## src/rtl/mux_n_stream_pkg.sv

```systemverilog
// Shared constants for the N:1 operand stream multiplexer.
//   MUX_MODE_SEL / MUX_MODE_ARB : encodings of the mode input
//   DEF_WIDTH                   : default channel data width
//   clog2()                     : ceil(log2(v)), used to size select/channel indices
package mux_n_stream_pkg;

   localparam logic MUX_MODE_SEL = 1'b0;
   localparam logic MUX_MODE_ARB = 1'b1;
   localparam int   DEF_WIDTH    = 16;

   function automatic int clog2(input int v);
      int r;
      r = 0;
      while ((1 << r) < v) r++;
      return r;
   endfunction

endpackage

```

## src/rtl/mux_n_stream_if.sv

```systemverilog
// Handshake bundle for mux_n_stream.
//   in_data/in_valid/in_ready : N_IN producer channels, channel i at [i*WIDTH +: WIDTH]
//   mode/select               : steering controls
//   out_data/out_chan/out_valid/out_ready : registered output stream
// Modports: slave = the multiplexer, master = the environment driving it.
interface mux_n_stream_if
   import mux_n_stream_pkg::*;
#(
   parameter int WIDTH = DEF_WIDTH,
   parameter int N_IN  = 4,
   parameter int SEL_W = clog2(N_IN)
);
   logic [N_IN*WIDTH-1:0] in_data;
   logic [N_IN-1:0]       in_valid;
   logic [N_IN-1:0]       in_ready;
   logic                  mode;
   logic [SEL_W-1:0]      select;
   logic [WIDTH-1:0]      out_data;
   logic [SEL_W-1:0]      out_chan;
   logic                  out_valid;
   logic                  out_ready;

   modport slave (
      input  in_data, in_valid, mode, select, out_ready,
      output in_ready, out_data, out_chan, out_valid
   );

   modport master (
      output in_data, in_valid, mode, select, out_ready,
      input  in_ready, out_data, out_chan, out_valid
   );
endinterface

```

## src/rtl/mux_n_stream_arb.sv

```systemverilog
// rr_arbiter: picks one requesting channel.
//   req     : per-channel request
//   ptr     : last granted channel (round-robin build only)
//   gnt     : one-hot grant, all zero when nothing requests
//   gnt_idx : index of the granted channel
// MUX_N_STREAM_RR_EN defined  -> rotating search starting at ptr+1 mod N.
// MUX_N_STREAM_RR_EN undefined -> fixed priority, lowest index wins; ptr unused.
module rr_arbiter
   import mux_n_stream_pkg::*;
#(
   parameter int N     = 4,
   parameter int SEL_W = clog2(N)
) (
   input  logic [N-1:0]     req,
   input  logic [SEL_W-1:0] ptr,
   output logic [N-1:0]     gnt,
   output logic [SEL_W-1:0] gnt_idx
);

`ifdef MUX_N_STREAM_RR_EN
   always_comb begin
      logic found;
      int   idx;
      found   = 1'b0;
      idx     = 0;
      gnt     = '0;
      gnt_idx = '0;
      // offset N wraps back to ptr itself, so the last granted channel is tried last
      for (int k = 1; k <= N; k++) begin
         idx = (int'(ptr) + k) % N;
         if (!found && req[idx]) begin
            found        = 1'b1;
            gnt[idx]     = 1'b1;
            gnt_idx      = SEL_W'(idx);
         end
      end
   end
`else
   logic unused_ptr;
   assign unused_ptr = ^ptr;

   always_comb begin
      gnt     = '0;
      gnt_idx = '0;
      // descending scan: the last hit, i.e. the lowest index, wins
      for (int i = N - 1; i >= 0; i--) begin
         if (req[i]) begin
            gnt     = '0;
            gnt[i]  = 1'b1;
            gnt_idx = SEL_W'(i);
         end
      end
   end
`endif

endmodule

```

## src/rtl/mux_n_stream.sv

```systemverilog
// mux_n_stream: N_IN:1 streaming multiplexer with a 1-entry registered output.
//   clk, rst_n : clock, asynchronous active-low reset
//   bus        : mux_n_stream_if.slave (producer channels, mode/select, output stream)
// mode=0 steers by select (out-of-range select grants nothing); mode=1 arbitrates
// among valid channels. Optional feature macro: MUX_N_STREAM_RR_EN selects
// round-robin arbitration (with a pointer register) instead of fixed priority.
module mux_n_stream
   import mux_n_stream_pkg::*;
#(
   parameter int WIDTH = DEF_WIDTH,
   parameter int N_IN  = 4,
   parameter int SEL_W = clog2(N_IN)
) (
   input logic             clk,
   input logic             rst_n,
   mux_n_stream_if.slave   bus
);

   logic                  can_load;
   logic                  xfer;
   logic [N_IN-1:0]       onehot;
   logic [N_IN-1:0]       ready;
   logic [N_IN-1:0]       arb_gnt;
   logic [SEL_W-1:0]      arb_idx;
   logic [SEL_W-1:0]      g;
   logic [SEL_W-1:0]      rr_ptr;
   logic [WIDTH-1:0]      sel_data;
   logic [WIDTH-1:0]      data_q;
   logic [SEL_W-1:0]      chan_q;
   logic                  valid_q;

   rr_arbiter #(.N(N_IN), .SEL_W(SEL_W)) u_arb (
      .req     (bus.in_valid),
      .ptr     (rr_ptr),
      .gnt     (arb_gnt),
      .gnt_idx (arb_idx)
   );

   always_comb begin
      can_load = !valid_q | bus.out_ready;
      onehot   = '0;
      g        = '0;
      if (bus.mode == MUX_MODE_SEL) begin
         g = bus.select;
         // an out-of-range select matches no channel, leaving the grant empty
         for (int i = 0; i < N_IN; i++)
            onehot[i] = (bus.select == SEL_W'(i));
      end else begin
         g      = arb_idx;
         onehot = arb_gnt;
      end
      ready    = onehot & {N_IN{can_load}};
      xfer     = |(ready & bus.in_valid);
      sel_data = '0;
      for (int i = 0; i < N_IN; i++)
         if (onehot[i]) sel_data = bus.in_data[i*WIDTH +: WIDTH];
   end

   // ready is forced low while reset is held so no producer sees a handshake
   assign bus.in_ready  = ready & {N_IN{rst_n}};
   assign bus.out_data  = data_q;
   assign bus.out_chan  = chan_q;
   assign bus.out_valid = valid_q;

   always_ff @(posedge clk or negedge rst_n) begin
      if (!rst_n) begin
         valid_q <= 1'b0;
         data_q  <= '0;
         chan_q  <= '0;
      end else if (xfer) begin
         valid_q <= 1'b1;
         data_q  <= sel_data;
         chan_q  <= g;
      end else if (bus.out_ready) begin
         valid_q <= 1'b0;
      end
   end

`ifdef MUX_N_STREAM_RR_EN
   // reset to N_IN-1 so the first arbitrated grant starts the search at channel 0
   always_ff @(posedge clk or negedge rst_n) begin
      if (!rst_n)
         rr_ptr <= SEL_W'(N_IN - 1);
      else if (xfer && bus.mode == MUX_MODE_ARB)
         rr_ptr <= g;
   end
`else
   assign rr_ptr = '0;
`endif

endmodule

```

## src/flat_wrapper.sv

```systemverilog
// flat-port wrapper written by rule: the top's interface ports become plain ports
module mux_n_stream_flat import mux_n_stream_pkg::*;
#(
   parameter int WIDTH = DEF_WIDTH,
   parameter int N_IN  = 4,
   parameter int SEL_W = clog2(N_IN)
)
  (clk, rst_n, bus_in_data, bus_in_valid, bus_mode, bus_select, bus_out_ready, bus_in_ready, bus_out_data, bus_out_chan, bus_out_valid);
  mux_n_stream_if #(.WIDTH(WIDTH), .N_IN(N_IN), .SEL_W(SEL_W)) bus_i ();
  input logic clk;
  input logic rst_n;
  input wire logic [$bits(bus_i.in_data)-1:0] bus_in_data;
  input wire logic [$bits(bus_i.in_valid)-1:0] bus_in_valid;
  input wire logic [$bits(bus_i.mode)-1:0] bus_mode;
  input wire logic [$bits(bus_i.select)-1:0] bus_select;
  input wire logic [$bits(bus_i.out_ready)-1:0] bus_out_ready;
  output wire logic [$bits(bus_i.in_ready)-1:0] bus_in_ready;
  output wire logic [$bits(bus_i.out_data)-1:0] bus_out_data;
  output wire logic [$bits(bus_i.out_chan)-1:0] bus_out_chan;
  output wire logic [$bits(bus_i.out_valid)-1:0] bus_out_valid;
  assign bus_i.in_data = bus_in_data;
  assign bus_i.in_valid = bus_in_valid;
  assign bus_i.mode = bus_mode;
  assign bus_i.select = bus_select;
  assign bus_i.out_ready = bus_out_ready;
  assign bus_in_ready = bus_i.in_ready;
  assign bus_out_data = bus_i.out_data;
  assign bus_out_chan = bus_i.out_chan;
  assign bus_out_valid = bus_i.out_valid;
  mux_n_stream #(.WIDTH(WIDTH), .N_IN(N_IN), .SEL_W(SEL_W)) u_core (.clk(clk), .rst_n(rst_n), .bus(bus_i));
endmodule
```

## config.mk

```make
export PLATFORM = sky130hd
export DESIGN_NAME = mux_n_stream_flat
export DESIGN_NICKNAME = d
export VERILOG_FILES = /design/src/rtl/mux_n_stream_pkg.sv /design/src/rtl/mux_n_stream_if.sv /design/src/rtl/mux_n_stream_arb.sv /design/src/rtl/mux_n_stream.sv /design/src/flat_wrapper.sv
export SDC_FILE = /design/constraint.sdc
export NUM_CORES = 1
export LEC_CHECK = 0
export ABC_CLOCK_PERIOD_IN_PS = 1400
export BUFFER_PORTS_ARGS = -buffer_cell sky130_fd_sc_hd__buf_2
export CORE_ASPECT_RATIO = 2
export CORE_MARGIN = 2
export CORE_UTILIZATION = 41
export DETAILED_ROUTE_END_ITERATION = 7
export PLACE_DENSITY_LB_ADDON = 0.2
export SKIP_CTS_REPAIR_TIMING = 1
export SLEW_MARGIN = 20
export SYNTH_ARGS = -nofsm -noshare
export SYNTH_HDL_FRONTEND = slang
export SYNTH_SLANG_ARGS = --single-unit
```

## constraint.sdc

```tcl
create_clock -name clk -period 1.4 [get_ports clk]
set_clock_uncertainty 0.15 [all_clocks]
set_input_delay 0 -clock clk [delete_from_list [all_inputs] [get_ports clk]]
set_output_delay 0 -clock clk [all_outputs]
set_load 0.005 [all_outputs]
```

Word-level counts from Yosys, hierarchy flattened
Index checks and enable logic that the tools add are counted.
{"block": "word_totals", "romBits": 0, "register_bits": 19, "ram_bits": 0, "latch_bits": 0, "n_memories": 0, "elab_cells": 30}
{"block": "classes", "mux": 16, "reduce_logical": 4, "n_addsub": 0, "bitwise": 4, "n_eq_ne": 3, "mul": 0, "n_lt_le_gt_ge": 0, "n_shift": 0, "n_div": 0}
{"operator": "$mux 16", "count": 4}
{"operator": "$mux 4", "count": 5}
{"operator": "$and 4x4->4", "count": 3}
{"operator": "$mux 2", "count": 5}
{"operator": "$eq 2x2->1 const B", "count": 2}
{"operator": "$reduce_or 4->1", "count": 1}
{"operator": "$eq 2x1->1 const B", "count": 1}
{"operator": "$logic_not 2->1", "count": 1}
{"operator": "$mux 1", "count": 2}
{"operator": "$reduce_bool 2->1", "count": 1}
{"operator": "$logic_not 1->1", "count": 1}
{"operator": "$or 1x1->1", "count": 1}

Longest topological paths before layout
Gate-level depths: netlist of run 1.
{"block": "logic_depth", "depth_word": 9, "depth_mapped": 7}

Hierarchy
A second synthesis of run 1 with hierarchy kept.
{"block": "hier_totals", "hier_cells": 206, "hier_area_um2": 1735.4}
{"mod": "mux_n_stream", "cells_per_inst": 197, "area_each_um2": 1675.4, "n_inst": 1, "seq_area_each_um2": 475.5}
{"mod": "rr_arbiter", "cells_per_inst": 9, "area_each_um2": 60.1, "n_inst": 1, "seq_area_each_um2": 0.0}

Worst setup path before layout of run 1
OpenSTA, ideal clock, no wires.
{"block": "synth_timing", "path_type": "reg-to-reg", "start": "register u_core.valid_q (netlist: u_core.bus.out_valid)", "end": "register u_core.chan_q[0] (netlist: u_core.bus.out_chan[0])", "required_ns": 1.125, "slack_ns": -0.057, "synth_period_minus_slack_ns": 1.457, "stages_incl_launch_ff": 5, "setup_ns": 0.125, "t_arrival_ns": 1.182, "cell_sequence": "dfrtp_1 -> nor2b_1 -> a41oi_2 -> buf_6 -> mux2_2"}
{"block": "synth_via", "elab_chain_cells": 5}
{"element": "start, declared", "line_no": "mux_n_stream.sv:30", "rtl": "logic valid_q;"}
{"element": "start signal, assigned", "line_no": "mux_n_stream.sv:67", "rtl": "valid_q <= 1'b0;"}
{"element": "start signal, assigned", "line_no": "mux_n_stream.sv:71", "rtl": "valid_q <= 1'b1;"}
{"element": "start signal, assigned", "line_no": "mux_n_stream.sv:75", "rtl": "valid_q <= 1'b0;"}
{"element": "$logic_not 1->1", "line_no": "mux_n_stream.sv:40", "rtl": "can_load = !valid_q | bus.out_ready;"}
{"element": "$or 1x1->1", "line_no": "mux_n_stream.sv:40"}
{"element": "$and 4x4->4", "line_no": "mux_n_stream.sv:52", "rtl": "ready = onehot & {N_IN{can_load}};"}
{"element": "$and 4x4->4", "line_no": "mux_n_stream.sv:53", "rtl": "xfer = |(ready & bus.in_valid);"}
{"element": "$reduce_or 4->1", "line_no": "mux_n_stream.sv:53"}
{"element": "end signal, assigned", "line_no": "mux_n_stream.sv:73", "rtl": "chan_q <= g;"}
{"element": "end, declared", "line_no": "mux_n_stream.sv:29", "rtl": "logic [SEL_W-1:0] chan_q;"}
No other way between the ends.
A chain may end at the register's enable or synchronous reset.

Worst setup path in the final report of run 1
Same ends and word-level chain as after synthesis.

==> impl_metrics.json, run 1 <==
{
  "syn-num-nets": 255,
  "hold_ws_ns": -0.0542,
  "reg2regPathDepth": 4,
  "crit_type": "flop to flop",
  "ys_seq_area_frac": 0.266,
  "p_leak_nw": 1.54,
  "gp_congestion": 0.830,
  "synth_flop_cell": "dfrtp_1",
  "synth.largest_area_cell": "mux2i_1",
  "cts_made_buffers": 3,
  "peakVddDrop_v": 0.000714,
  "cts_tree": "done",
  "reg2reg_from": "u_core.bus.out_valid$_DFFE_PN0P_",
  "status": "complete, but fails checks",
  "synth_area_sq_mm": 0.00178,
  "die_x_microns": 50.6,
  "dp_cells": 339,
  "antenna_cells": 0,
  "clk_pin_slew_ns": 0.06,
  "initial_core_util": 0.419,
  "yosysTopAreaCellShare": 0.269,
  "ys_async_sr_fraction": 1.00,
  "maxSlewHeadroom": 0.690,
  "synth_edf_count": 0,
  "drc": 0,
  "die_area_sq_mm": 0.00493,
  "worst_pin_slew_ns": 0.465,
  "violations": "negative hold slack, negative setup slack",
  "hp-class": "primary input to flop",
  "antenna_left": 0,
  "synth.most_common_cell": "mux2i_1",
  "grt_pass1_wl_microns": 8540,
  "slew_violations": 0,
  "root_buffer": "clkbuf_8",
  "ys_ff_latch": 19,
  "area_growth_pct": 59.7,
  "drt_pre_antenna_iters": 6,
  "drt-vias-per-instance": 5.39,
  "clock-sinks": 19,
  "yosysWarnings": 0,
  "fin_ws_ns": -0.0252,
  "htree_levels": 1,
  "grt_max_degree": 20,
  "port_buffers": 96,
  "synth_cell_types": 26,
  "rsz0062_at_grt": "true",
  "syn_area_per_cell_sq_um": 9.86,
  "startpoint": "u_core.bus.out_valid$_DFFE_PN0P_",
  "hold_violations": 2,
  "grt_overflow": 0,
  "rows": 34,
  "vias": 2021,
  "wl_per_cell_microns": 15.7,
  "finalCritPeriodShare": 1.02,
  "cp_max_fo": 3,
  "max_cap_violations": 0,
  "synth.top_cells.by_area": "mux2i_1 (27%), dfrtp_1 (27%), o21bai_1 (13%)",
  "ys_top_cells_by_count": "mux2i_1 (48), o21bai_1 (32), dfrtp_1 (19), a222oi_1 (16), inv_1 (16)",
  "cp_data_arrival_time_ns": 1.41,
  "setup-violations-final": 4,
  "critPathLaunchType": "flop",
  "required_ns": 1.38,
  "antenna_found_initial": 0,
  "min_period_ns": 1.43,
  "fmax_ghz": 0.702,
  "cts_buffer_depth": 2,
  "place_area_sq_mm": 0.00246,
  "holdPathStages": 3,
  "powerDensity_mw_per_mm2": 762,
  "drive_gt1_frac": 0.430,
  "r2r_end": "u_core.bus.out_chan[0]$_DFFE_PN0P_",
  "fin_util": 0.670,
  "fp.dieH_microns": 97.3,
  "grt_pass1_vias": 1940,
  "min_from": "bus_in_data[63]",
  "grtUsageTotal": 0.216,
  "first_iter_violations": 79,
  "design_area_sq_mm": 0.00285,
  "io_pins": 97,
  "cp-endpoint": "u_core.bus.out_chan[0]$_DFFE_PN0P_",
  "routed_wirelength_microns": 5870,
  "critPathCaptureType": "flop",
  "r2r_slack_ns": -0.03,
  "fin_nets": 396,
  "dp_hpwl_microns": 4200,
  "finalSetupTns_ns": -0.0636,
  "clock_latency_ns": 0.25,
  "core-area_sq_mm": 0.00425,
  "fin_cells": 375,
  "netlist_instances": 181
}
## routing by layer
metal | share of wire | global-route usage
met1 | 0.40 | 0.268
met2 | 0.51 | 0.380
met3 | 0.053 | 0.0185
met4 | 0.043 | 0.0748
met5 | 0 | 0
## worst min-delay path by stage
stage                     slack, ns                                   to
after floorplan               -0.45   u_core.bus.out_chan[0]$_DFFE_PN0P_
after global placement        -0.14   u_core.bus.out_data[0]$_DFFE_PN0P_
after detailed placement      -0.14   u_core.bus.out_chan[1]$_DFFE_PN0P_
after CTS                     -0.41  u_core.bus.out_data[14]$_DFFE_PN0P_
after global routing          -0.01  u_core.bus.out_data[15]$_DFFE_PN0P_
final                         -0.05  u_core.bus.out_data[15]$_DFFE_PN0P_
## sequential cells by signal, summed over array words and instances (netlist names)
name                  cells
u_core.bus.out_chan       2
u_core.bus.out_valid      1
u_core.bus.out_data      16
## worst max-delay path: stages, from the launching register on
cell and delay (ns):
dfrtp_1 0.38, nor2b_4 0.14, a41oi_2 0.18, buf_4 0.17, mux2_4 0.29
## per-stage QoR
stage,power [W],setup WS (ns),hold slack (ns)
after global placement,0.00168,-0.131,-0.135
final,0.00217,-0.0252,-0.0542
after global routing,0.00231,-0.105,-0.0111
after CTS,0.00208,-0.129,-0.414
after detailed placement,0.00170,-0.139,-0.137
after floorplan,0.00127,0.00513,-0.446
## layout by cell type (no fill, tap or decap), types with 4 or more instances in the layout
cell / n
buf_12: 4
dfrtp_1: 19
mux2i_1: 47
buf_2: 96
buf_4: 23
dlygate4sd3_1: 30
o21bai_1: 32
nor2b_1: 5
a222oi_1: 16
inv_1: 16
## power by group
part | switching, W | internal (W) | total [W]
Combinational | 0.000440 | 0.000580 | 0.00102
Sequential | 0.0000806 | 0.000698 | 0.000779
Clock | 0.000169 | 0.000202 | 0.000371
Total | 0.000689 | 0.00148 | 0.00217
## cell families (layout without fill, tap and decap cells)
family                 count (synthesis)  after routing  share of synthesized area
buffers and inverters                 34            174                      0.109
AND/OR/NAND/NOR                       19             19                     0.0764
AO/OA/AOI/OAI                         60             60                      0.273
flip-flops                            19             19                      0.266
multiplexers                          49             49                      0.276
## cell type report
class	instances	area [sq um]
fillers	354	1410
well taps	54	67.6
repair buffers	154	1040
clock buffers	4	45.0
flip-flops and latches	19	475
inverters	16	60.1
multi-input cells	128	1160
Note: power is estimated with default switching activity, not from simulation.
==> run 2: changes to the inputs <==
- ABC_AREA: not set -> 1
- CORE_ASPECT_RATIO: 2 -> 1.75
- CORE_UTILIZATION: 41 -> 38
==> run 2 against run 1 <==
Against the previous run:
- the run ends with negative hold slack left
- combinational power decreased by 12%
- clock power is 4% higher
- final cell count is 10% higher
- critical path depth increased by 2
- sequential power rose by 1%
- final area fell by 9.9%
- area after synthesis down 18%
- non-clock buffer count is 5 lower
- total power is 4.7% lower
- core utilization is 3.1 points higher
- count of clock-buffer cells in the layout unchanged
- via count grew 1.7%
- critical path type unchanged
- largest cell class is now non-clock buffers
==> impl_metrics.json, run 2 <==
{
  "synth.most_common_cell": "nand2_1",
  "grt_pass1_wl_microns": 7910,
  "port_buffers": 96,
  "cp_cell_sequence": "nand2_4, buf_12, nand3_4, buf_4, nand4_1, nand2_1",
  "fin_nets": 442,
  "ys_top_cells_by_count": "nand2_1 (107), nand3_1 (22), dfrtp_1 (19), nand4_1 (18), nand3b_1 (16)",
  "worst_pin_slew_ns": 0.257,
  "routed_wirelength_microns": 5510,
  "hold_violations": 11,
  "critPathCaptureType": "flop",
  "die_area_sq_mm": 0.00438,
  "hp-class": "primary input to flop",
  "netlist_instances": 220,
  "final_common_cell": "nand2_1",
  "die_x_microns": 50.9,
  "synth_area_sq_mm": 0.00146,
  "gp_congestion": 0.805,
  "final_cell_mix": "nand2_1 (105), buf_2 (96), dlygate4sd3_1 (32)",
  "syn-num-nets": 294,
  "cts_made_buffers": 3,
  "area_growth_pct": 75.4,
  "htree_levels": 1,
  "violations": "negative hold slack",
  "rsz0062_at_grt": "true",
  "dp_hpwl_microns": 3800,
  "synth.largest_area_cell": "dfrtp_1",
  "max_cap_violations": 0,
  "grt_max_degree": 20,
  "peakVddDrop_v": 0.000593,
  "clock-sinks": 19,
  "ys_async_sr_fraction": 1.00,
  "root_buffer": "clkbuf_8",
  "syn_area_per_cell_sq_um": 6.65,
  "reg2regPathDepth": 6,
  "vias": 2055,
  "core-area_sq_mm": 0.00366,
  "synth_flop_cell": "dfrtp_1",
  "finalCritPeriodShare": 0.976,
  "required_ns": 1.40,
  "min_period_ns": 1.37,
  "antenna_left": 0,
  "fmax_ghz": 0.732,
  "ys_seq_area_frac": 0.325,
  "fin_util": 0.701,
  "largest_reg_flops": 16,
  "critPathLaunchType": "flop",
  "drive_gt1_frac": 0.376,
  "yosysWarnings": 0,
  "cp_data_arrival_time_ns": 1.36,
  "grt_overflow": 0,
  "clk_pin_slew_ns": 0.07,
  "holdPathStages": 5,
  "antenna_found_initial": 0,
  "crit_type": "flop to flop",
  "maxSlewHeadroom": 0.829,
  "wl_per_cell_microns": 13.3,
  "drt-vias-per-instance": 4.98,
  "status": "complete, but fails checks",
  "antenna_cells": 0,
  "dp_cells": 370,
  "powerDensity_mw_per_mm2": 806,
  "fp.dieH_microns": 86.1,
  "ys_ff_latch": 19,
  "regArea_sq_um": 475,
  "io_pins": 97,
  "fillers": 321,
  "cpPeakStageDelay_ns": 0.41,
  "yosysTopAreaCellShare": 0.325,
  "synth.top_cells.by_area": "dfrtp_1 (32%), nand2_1 (27%), nand3b_1 (8.2%)",
  "initial_core_util": 0.399,
  "rows": 29,
  "drt_pre_antenna_iters": 4,
  "clock_latency_ns": 0.25,
  "synth_edf_count": 0,
  "drc": 0,
  "multiInputGateArea_sq_um": 953,
  "cp_max_fo": 5,
  "setup-violations-final": 0,
  "first_iter_violations": 30,
  "slew_violations": 0,
  "p_leak_nw": 1.43,
  "grtUsageTotal": 0.230,
  "grt_pass1_vias": 1833,
  "cts_buffer_depth": 2,
  "crit_slowest_cell": "dfrtp_1",
  "hold_ws_ns": -0.0874,
  "synth_cell_types": 20,
  "fin_cells": 413,
  "cts_tree": "done"
}
## run 2: changes by cell type after synthesis, moves of 16 or more
cell      change
mux2i_1      -48
nand4_1      +18
nand3b_1     +16
a222oi_1     -16
nand3_1      +22
nand2_1     +107
o21bai_1     -32
## run 2: final timing paths
kind,from,slack (ns),endpoint
max,u_core.bus.out_valid$_DFFE_PN0P_,0.03,u_core.bus.out_data[6]$_DFFE_PN0P_
min,bus_in_data[47],-0.09,u_core.bus.out_data[15]$_DFFE_PN0P_
max reg2reg,u_core.bus.out_valid$_DFFE_PN0P_,0.03,u_core.bus.out_data[6]$_DFFE_PN0P_
min reg2reg,u_core.bus.out_data[1]$_DFFE_PN0P_,0.38,u_core.bus.out_data[1]$_DFFE_PN0P_
max in group asynchronous,rst_n,0.78,u_core.bus.out_data[8]$_DFFE_PN0P_
min in group asynchronous,rst_n,0.11,u_core.bus.out_chan[0]$_DFFE_PN0P_
## run 2: worst max-delay path: cells and delay by family, from the launching register on
family                 cells  cell delay (ns)
buffers and inverters      2             0.31
flip-flops                 1             0.41
AND/OR/NAND/NOR            4             0.39
## run 2: kinds of logic (layout without fill, tap and decap cells)
group           after synthesis  in the layout  share of synthesized area
compound gates                3              3                     0.0128
flops                        19             19                      0.325
buf+inv                      20            164                     0.0615
simple gates                178            181                      0.601
## run 2: power by group
part | leakage, nW | total [W] | internal [W] | switching, W
sequential | 0.236 | 0.000789 | 0.000696 | 0.0000925
combinational | 1.17 | 0.000895 | 0.000461 | 0.000434
clock | 0.0228 | 0.000384 | 0.000202 | 0.000182
## run 2: final cells by class
type / count / area share
repair buffers: 149 / 0.385
multi-input cells: 184 / 0.371
flip-flops and latches: 19 / 0.185
well taps: 46 / 0.0224
inverters: 11 / 0.0180
clock buffers: 4 / 0.0175
## run 2: layer usage
layer | up-vias | track usage | part of all wire
met5 | - | 0 | 0
met4 | 0 | 0.0688 | 0.011
met3 | 6 | 0.0139 | 0.043
met2 | 77 | 0.470 | 0.57
met1 | 945 | 0.236 | 0.38
li1 | 1027 | - | -
## run 2: metrics by stage
step                      setup slack, ns  power [W]  setup TNS [ns]  hold WS (ns)  area, sq um
after global placement             0.0472    0.00156               0        -0.142         2100
final                              0.0341    0.00207               0       -0.0874         2570
after detailed placement          -0.0244    0.00157         -0.0381        -0.152         2100
after global routing              -0.0368    0.00222          -0.234      0.000542         2570
after floorplan                    0.0178    0.00116               0        -0.446         1470
after CTS                         -0.0415    0.00196          -0.208        -0.432         2150
==> run 3: changes to the inputs <==
- CORE_UTILIZATION: 38 -> 30
- REMOVE_ABC_BUFFERS: not set -> 1
==> run 3 against run 2 <==
Against the previous run:
- the run still ends with negative hold slack left
- combinational power is 3.6% lower
- sequential power is 1% lower
- hold slack better by 0.014 ns
- fmax is 0.30% higher
- final area is 2.2% lower
- global-route usage is 6.3 points lower
- largest power group unchanged
- count of clock-buffer cells in the layout stayed put
- sequential share of layout area is 0.42 points higher
- non-clock buffer count is 13 lower
==> impl_metrics.json, run 3 (same netlist as run 2, synthesis figures left out) <==
{
  "antenna_left": 0,
  "worst_pin_slew_ns": 0.248,
  "die_x_microns": 56.8,
  "reg2reg_from": "u_core.bus.out_valid$_DFFE_PN0P_",
  "hold_ws_ns": -0.0735,
  "final_cell_mix": "nand2_1 (105), buf_2 (96), nand3_1 (22), dlygate4sd3_1 (22), dfrtp_1 (19)",
  "hold-path-endpoint": "u_core.bus.out_data[6]$_DFFE_PN0P_",
  "holdPathStages": 5,
  "drt-vias-per-instance": 4.83,
  "r2r_end": "u_core.bus.out_data[5]$_DFFE_PN0P_",
  "p_leak_nw": 1.40,
  "peakVddDrop_v": 0.000698,
  "rsz0062_at_grt": "true",
  "powerDensity_mw_per_mm2": 805,
  "cts_buffer_depth": 2,
  "clock-sinks": 19,
  "fmax_ghz": 0.734,
  "drive_gt1_frac": 0.381,
  "crit_type": "flop to flop",
  "finalCritPeriodShare": 0.973,
  "reg2regPathDepth": 7,
  "violations": "negative hold slack",
  "max_cap_violations": 0,
  "first_iter_violations": 38,
  "grtUsageTotal": 0.168,
  "critPathLaunchType": "flop",
  "rows": 33,
  "io_pins": 97,
  "cp_data_arrival_time_ns": 1.35,
  "fillers": 487,
  "root_buffer": "clkbuf_8",
  "die_area_sq_mm": 0.00548,
  "clk_pin_slew_ns": 0.07,
  "antenna_found_initial": 0,
  "cts_made_buffers": 3,
  "drc": 0,
  "grt_max_degree": 20,
  "largest_reg_flops": 16,
  "wl_per_cell_microns": 13.1,
  "setup-violations-final": 0,
  "clock_latency_ns": 0.25,
  "dp_hpwl_microns": 4020,
  "required_ns": 1.39,
  "min_period_ns": 1.36,
  "grt_pass1_wl_microns": 7380,
  "port_buffers": 96,
  "core-area_sq_mm": 0.00471,
  "initial_core_util": 0.311,
  "slew_violations": 0,
  "final_common_cell": "nand2_1",
  "finalSetupTns_ns": 0,
  "htree_levels": 1,
  "hp-class": "primary input to flop",
  "fin_nets": 429,
  "routed_wirelength_microns": 5310,
  "gp_congestion": 0.786,
  "maxSlewHeadroom": 0.835,
  "drt_pre_antenna_iters": 4,
  "r2r_slack_ns": 0.04,
  "status": "complete, but fails checks",
  "vias": 1963,
  "cts_tree": "done",
  "hold_violations": 9,
  "fp.dieH_microns": 96.4,
  "grt_overflow": 0,
  "min_from": "bus_in_data[38]",
  "grt_pass1_vias": 1611,
  "cp_max_fo": 15,
  "antenna_cells": 0,
  "area_growth_pct": 71.5,
  "critPathCaptureType": "flop"
}
==> run 3: cell count changes in the layout (fill, tap and decap cells not counted), moves of 2 or more <==
| cell | delta |
|---|---|
| buf_12 | +5 |
| buf_4 | -7 |
| buf_6 | -2 |
| dlygate4sd3_1 | -10 |
==> run 3: where the power goes <==
group	total [W]	switching (W)	internal (W)
sequential	0.000781	0.0000844	0.000696
clock	0.000375	0.000174	0.000202
combinational	0.000863	0.000416	0.000447
total	0.00202	0.000674	0.00135
==> run 3: critical path, cell delays in order (launching register included) <==
cell and delay [ns]:
dfrtp_1 0.40, nand2_2 0.11, nand4_1 0.11, nand2_2 0.11
inv_4 0.08, buf_12 0.15, nand4_1 0.09, nand2_1 0.06
==> run 3: how the worst max path moves through the flow <==
stage / slack, ns / from / cells past startpoint / end
after floorplan: -0.11 / u_core.bus.out_valid$_DFFE_PN0P_ / 7 / u_core.bus.out_chan[0]$_DFFE_PN0P_
after global placement: 0.04 / u_core.bus.out_valid$_DFFE_PN0P_ / 7 / u_core.bus.out_data[13]$_DFFE_PN0P_
after detailed placement: 0.006 / u_core.bus.out_valid$_DFFE_PN0P_ / 7 / u_core.bus.out_data[3]$_DFFE_PN0P_
after CTS: -0.01 / u_core.bus.out_valid$_DFFE_PN0P_ / 7 / u_core.bus.out_data[3]$_DFFE_PN0P_
after global routing: -0.05 / u_core.bus.out_valid$_DFFE_PN0P_ / 6 / u_core.bus.out_data[14]$_DFFE_PN0P_
final: 0.04 / u_core.bus.out_valid$_DFFE_PN0P_ / 7 / u_core.bus.out_data[5]$_DFFE_PN0P_
==> run 3: area by class of cell <==
type | instances | area (sq um) | area share
tap | 52 | 65.1 | 0.0259
inverter | 11 | 43.8 | 0.0174
sequential | 19 | 475 | 0.189
clock buffer | 4 | 45.0 | 0.0179
multi-input combinational | 184 | 941 | 0.375
timing repair buffer | 136 | 940 | 0.374
==> run 3: through the flow <==
step / std cells / setup slack, ns / area (sq um) / power, W / util
after detailed placement: 373 / 0.00606 / 2140 / 0.00158 / 0.455
after global placement: 373 / 0.0437 / 2140 / 0.00157 / 0.455
after global routing: 406 / -0.0493 / 2510 / 0.00216 / 0.533
after CTS: 377 / -0.0139 / 2190 / 0.00195 / 0.465
after floorplan: 211 / -0.111 / 1420 / 0.00114 / -
final: 406 / 0.0383 / 2510 / 0.00202 / 0.533
==> run 3: metal layers <==
metal  GRT usage  wire (microns)  up-vias
li1            -               -     1007
met1       0.217            2000      882
met2       0.304            3020       72
met3     0.00533             236        2
met4      0.0465              51        0
met5           0               0        -
